===== src/rtl/timer_pkg.sv =====
// Shared types and constants for the programmable countdown timer.
// State encoding, register offsets, CTRL bit positions and mode codes.
package timer_pkg;

   typedef enum logic [1:0] {
      IDLE = 2'd0,
      LOAD = 2'd1,
      CNT  = 2'd2,
      INT  = 2'd3
   } state_e;

   localparam logic [1:0] CTRL_ADDR   = 2'd0;
   localparam logic [1:0] PRESET_ADDR = 2'd1;
   localparam logic [1:0] COUNT_ADDR  = 2'd2;

   localparam int CTRL_EN      = 0;
   localparam int CTRL_MODE_LO = 1;
   localparam int CTRL_MODE_HI = 2;
   localparam int CTRL_IM      = 3;

   localparam logic [1:0] MODE_ONESHOT = 2'd0;
   localparam logic [1:0] MODE_RELOAD  = 2'd1;

endpackage


===== src/rtl/timer.sv =====
// Programmable countdown timer with one-shot / auto-reload modes.
// Ports: clk, reset (async, active-low), addr/we/din (CPU write),
//   dout (comb. read of CTRL/PRESET/COUNT), irq (to core).
// Macro TIMER_IRQ_EN: when defined, IM is stored and irq is driven;
//   otherwise irq is tied 0 and CTRL bit3 reads 0.
module timer
   import timer_pkg::*;
#(
   parameter int CNT_W = 32
) (
   input  logic        clk,
   input  logic        reset,
   input  logic [1:0]  addr,
   input  logic        we,
   input  logic [31:0] din,
   output logic [31:0] dout,
   output logic        irq
);

   state_e             state_q, state_d;
   logic               en_q, en_d;
   logic [1:0]         mode_q, mode_d;
   logic [CNT_W-1:0]   preset_q, preset_d;
   logic [CNT_W-1:0]   count_q, count_d;
   logic               wr_ctrl, wr_pre;
   logic               reload;
   logic               cnt_done;
   logic [31:0]        ctrl_rd;

   assign wr_ctrl  = we && (addr == CTRL_ADDR);
   assign wr_pre   = we && (addr == PRESET_ADDR);
   assign reload   = (mode_q == MODE_RELOAD);
   assign cnt_done = (state_q == CNT) && en_q && (count_q == '0);

   // State register
   always_ff @(posedge clk or negedge reset) begin
      if (!reset) state_q <= IDLE;
      else        state_q <= state_d;
   end

   // Next-state logic
   always_comb begin
      state_d = state_q;
      unique case (state_q)
         IDLE: if (en_q) state_d = LOAD;
         LOAD: state_d = CNT;
         CNT: begin
            if (!en_q)              state_d = IDLE;
            else if (count_q == '0) state_d = INT;
         end
         INT:  state_d = IDLE;
      endcase
   end

   // Datapath next values; a CPU CTRL write overrides the
   // one-shot EN clear taken in INT.
   always_comb begin
      en_d     = en_q;
      mode_d   = mode_q;
      preset_d = preset_q;
      count_d  = count_q;
      unique case (state_q)
         LOAD: count_d = preset_q;
         CNT:  if (en_q && count_q != '0)
                  count_d = count_q - CNT_W'(1);
         INT:  if (!reload) en_d = 1'b0;
         default: ;
      endcase
      if (wr_ctrl) begin
         en_d   = din[CTRL_EN];
         mode_d = din[CTRL_MODE_HI:CTRL_MODE_LO];
      end
      if (wr_pre) preset_d = din[CNT_W-1:0];
   end

   always_ff @(posedge clk or negedge reset) begin
      if (!reset) begin
         en_q     <= 1'b0;
         mode_q   <= MODE_ONESHOT;
         preset_q <= '0;
         count_q  <= '0;
      end else begin
         en_q     <= en_d;
         mode_q   <= mode_d;
         preset_q <= preset_d;
         count_q  <= count_d;
      end
   end

`ifdef TIMER_IRQ_EN
   logic im_q, im_d;
   logic flag_q, flag_d;

   // Setting on CNT->INT wins so an interrupt is never lost.
   always_comb begin
      im_d   = im_q;
      flag_d = flag_q;
      if (wr_ctrl) im_d = din[CTRL_IM];
      if (cnt_done)
         flag_d = 1'b1;
      else if (wr_ctrl)
         flag_d = 1'b0;
      else if (state_q == INT && reload)
         flag_d = 1'b0;
   end

   always_ff @(posedge clk or negedge reset) begin
      if (!reset) begin
         im_q   <= 1'b0;
         flag_q <= 1'b0;
      end else begin
         im_q   <= im_d;
         flag_q <= flag_d;
      end
   end

   assign irq     = flag_q & im_q;
   assign ctrl_rd = {28'd0, im_q, mode_q, en_q};
`else
   logic unused_irq;
   assign unused_irq = cnt_done;
   assign irq        = 1'b0;
   assign ctrl_rd    = {28'd0, 1'b0, mode_q, en_q};
`endif

   // Read mux
   always_comb begin
      dout = '0;
      unique case (1'b1)
         addr == CTRL_ADDR:   dout = ctrl_rd;
         addr == PRESET_ADDR: dout = 32'(preset_q);
         addr == COUNT_ADDR:  dout = 32'(count_q);
         default:             dout = '0;
      endcase
   end

endmodule


===== config.mk =====
export PLATFORM = sky130hd
export DESIGN_NAME = timer
export DESIGN_NICKNAME = d
export VERILOG_FILES = /design/src/rtl/timer_pkg.sv /design/src/rtl/timer.sv
export SDC_FILE = /design/constraint.sdc
export NUM_CORES = 1
export LEC_CHECK = 0
export CORE_ASPECT_RATIO = 1.75
export CORE_UTILIZATION = 57
export CTS_CLUSTER_SIZE = 20
export DETAILED_ROUTE_END_ITERATION = 8
export GPL_TIMING_DRIVEN = 0
export HOLD_SLACK_MARGIN = 0.12
export PLACE_DENSITY = 0.93
export SKIP_CTS_REPAIR_TIMING = 1
export SLEW_MARGIN = 20
export SYNTH_ARGS = -nofsm -noshare
export SYNTH_HDL_FRONTEND = slang
export SYNTH_SLANG_ARGS = --single-unit

===== constraint.sdc =====
create_clock -name clk -period 7.8 [get_ports clk]
set_clock_uncertainty 0.1 [all_clocks]
set_input_delay 1.17 -clock clk [delete_from_list [all_inputs] [get_ports clk]]
set_output_delay 1.17 -clock clk [all_outputs]
set_load 0.05 [all_outputs]

==> summary.md <==
| Metric | Value |
|---|---|
| Ys async rst share | `100%` |
| Flops & latches, synth | `69` |
| Hold Crit Class | `reg2reg` |
| DRC Markers | `0` |
| DR pass1 iterations | `6` |
| Area of the multi-input gates | `2040 sq um` |
| Top Layer Used | `met4` |
| Post-synthesis cell type count | `55` |
| Post-layout min period | `5350 ps` |
| Root buffer cell | `clkbuf_16` |
| Number of global-route vias before repair | `3,848` |
| Net Count, Synth | `434` |
| Final wirelength | `12,100 um` |
| Wire length on met2 | `6280 um` |
| EDFF count, synth | `0` |
| Max incr delay on CP | `810 ps` |
| Site Rows | `39` |
| Chip height | `112 um` |
| Die X | `64.7 um` |
| Cell Pwr Density | `374 nW/um^2` |
| Setup TNS Final | `0 ps` |
| Drt via density | `6.86` |
| Cells after Synth | `396` |
| Slew HR | `51.2%` |
| Yosys warnings | `0` |
| Tcrit/Tclk final | `68.6%` |
| Largest net degree at the start of global routing | `43` |
| Mapped cell area | `3920 sq um` |
| N_diodes | `0` |
| Initial core utilization | `59.5%` |
| CTS Buffer Depth | `2` |
| # H-tree levels | `3` |
| Met3 wire length | `925 um` |
| Clock latency on the worst-skew pair | `340 ps` |
| Crit path kind | `in2out` |
| Crit path cell chain | `clkdlybuf4s50_1 > nor2b_1 > clkbuf_1 > buf_1 > a22o_1 > clkdlybuf4s50_1` |
| First DRT Iteration DRCs | `389` |
| Cts bufs inserted | `9` |
| Leak Pwr | `1.96 nW` |
| DR vias | `3,843` |
| Outcome | `complete, no violations` |
| Global-route wire length before repair | `19,300 um` |
| Unrepaired setup endpoints after global routing | `false` |
| Core ar. | `6590 sq um` |
| Die area | `7230 sq um` |
| Total of max-cap violations | `0` |
| Critical Path Sink Type | `output port` |
| FILL cells | `475` |
| Max FO, Critical Path | `10` |
| CP Launch Type | `input pin` |
| Final core occ | `75.6%` |
| Required time of the critical path | `6530 ps` |
| Setup ws final | `2450 ps` |
| Top cell family by delay on the critical path | `buffers and inverters` |
| Post-route insts no fill | `560` |
| WL/cell | `21.6 um` |
| Final #Nets | `513` |
| CP dominant cell by count | `clkdlybuf4s50_1` |
| Top-area cell type share of the netlist area | `44.0%` |
| GR Util All Layers | `35.8%` |
| CP max-delay cell | `clkdlybuf4s50_1` |
| CTS clk-pin slew, worst paths | `50 ps` |
| Post-synthesis sequential area ratio | `44.0%` |
| CTS tree | `done` |
| CP bufs+invs | `4` |
| Placed instance count | `546` |
| Clk sink count | `69` |
| Slew Limit Fails | `0` |
| I/O pins | `70` |
| Primary FF master, synth | `dfrtp_1` |
| DRT met1 WL | `4270 um` |
| Maximum VDD drop | `0.000213 V` |
| Dpl hpwl | `8230 um` |
| Port Buf Inserts | `67` |
| Share of layout cells above drive strength 1 | `13.4%` |
| Fmax | `187 MHz` |
| Antenna Nets Post-Route | `0` |
| Avg Synthesized Cell Area | `9.91 sq um` |
| Pre-CTS WS | `2520 ps` |
| CP Data Arrival Time | `4080 ps` |
| Final setup viols | `0` |
| Slew @ Worst Pin | `723 ps` |
| Synth area leaders | `dfrtp_1 44%, mux2_2 10%, a22o_1 7.1%, o21ai_0 4.1%, nand2_1 3.0%` |
| Final hold vios | `0` |
| Area leader, netlist | `dfrtp_1` |
| Area Overhead vs Synth | `27.0%` |
| GPL Wtd Cong | `0.932` |
| Register Area | `1730 sq um` |
| Initial antenna violation count | `0` |
| Total grt overflow | `0` |
[layer usage]
metal	track usage (%)	vias up
li1	-	1678
met1	41.4	1860
met2	59.1	254
met3	8.09	51
met4	20.9	0
met5	0	-
[worst register-to-register path, stage by stage, from the launching register on]
cell	delay, ps
dfrtp_1	420
inv_1	100
ha_1	230
nor4b_1	620
nand4b_1	480
nor4_4	610
nor2_1	190
buf_2	290
a32o_1	260
[metrics by stage]
step,hold WS (ps),area [sq um],total power [mW]
4_1_cts,428,4980,1.84
6_report,434,4980,1.86
2_1_floorplan,388,3920,1.18
3_3_place_gp,406,4700,1.43
3_5_place_dp,419,4710,1.46
5_1_grt,442,4980,1.95
[flip-flops by register name, indices dropped and copies added, names as in the netlist]
signal / count
state_q: 2
count_q: 32
mode_q: 2
en_q: 1
preset_q: 32
[cells by family (layout without fill, tap and decap cells)]
| kind of cell | Yosys count | count (layout) | synth area share (%) |
|---|---|---|---|
| buffers and inverters | 37 | 119 | 4.02 |
| multiplexers | 39 | 39 | 11.1 |
| AND/OR/NAND/NOR | 115 | 115 | 17.2 |
| other | 1 | 1 | 0.0956 |
| flip-flops | 69 | 69 | 44.0 |
| AO/OA/AOI/OAI | 134 | 134 | 23.3 |
| adder cells (fa/ha/maj) | 1 | 1 | 0.319 |
[cell type report]
type                       instances  share of cell area (%)
tap                               82                    2.06
buffer                            34                    2.94
clock inverter                     2                   0.201
sequential                        69                    34.7
inverter                           3                   0.226
multi-input combinational        290                    40.9
clock buffer                      12                    5.15
timing repair buffer              68                    13.8
[where the power goes]
| part | internal, mW | leakage, nW | switching [mW] |
|---|---|---|---|
| clock | 0.228 | 0.134 | 0.144 |
| sequential | 0.481 | 0.831 | 0.144 |
| combinational | 0.315 | 0.992 | 0.549 |
[final timing paths]
path,from,endpoint,slack (ps),depth (start not counted)
min,preset_q[3],preset_q[3],430,1
max,addr[0],dout[30],2450,6
max reg2reg,count_q[0],count_q[26],4390,8
min reg2reg,preset_q[3],preset_q[3],430,1
max in group asynchronous,reset,count_q[13],6390,2
min in group asynchronous,reset,preset_q[1],650,1
[synth_stat cells, drive strengths merged, types with 3 or more instances]
cell and n:
dfrtp 69, o21ai 42, mux2 35, a22o 32, nand2 32, clkbuf 24
a21oi 18, nor2 17, nor3 13, buf 10, nor4 9, or4 8
nand3 7, o31ai 6, a22oi 5, nor2b 5, o22ai 5, or3 5
and3 4, mux2i 4, nand4 4, a2bb2oi 3, a31oi 3, o311ai 3
o31a 3
[cell usage in the layout (no fill, tap or decap), types with 3 or more instances in the layout]
| master | instances |
|---|---|
| buf_2 | 3 |
| o21ai_0 | 32 |
| clkbuf_16 | 9 |
| o31a_1 | 3 |
| nor2b_1 | 5 |
| buf_1 | 4 |
| a22o_1 | 32 |
| o22ai_1 | 5 |
| mux2_2 | 35 |
| clkdlybuf4s50_1 | 66 |
| a2bb2oi_1 | 3 |
| mux2i_1 | 4 |
| nor4_4 | 3 |
| o31ai_1 | 6 |
| o21ai_1 | 10 |
| nand3_1 | 6 |
| nand2_1 | 31 |
| or3_1 | 5 |
| clkbuf_1 | 25 |
| o311ai_0 | 3 |
| buf_4 | 3 |
| a22oi_1 | 5 |
| nor2_1 | 17 |
| a21oi_1 | 18 |
| a31oi_1 | 3 |
| or4_1 | 6 |
| nand4_1 | 4 |
| and3_1 | 4 |
| nor3_1 | 12 |
| dfrtp_1 | 69 |
| nor4_1 | 6 |
Note: power is estimated with default switching activity, not from simulation.
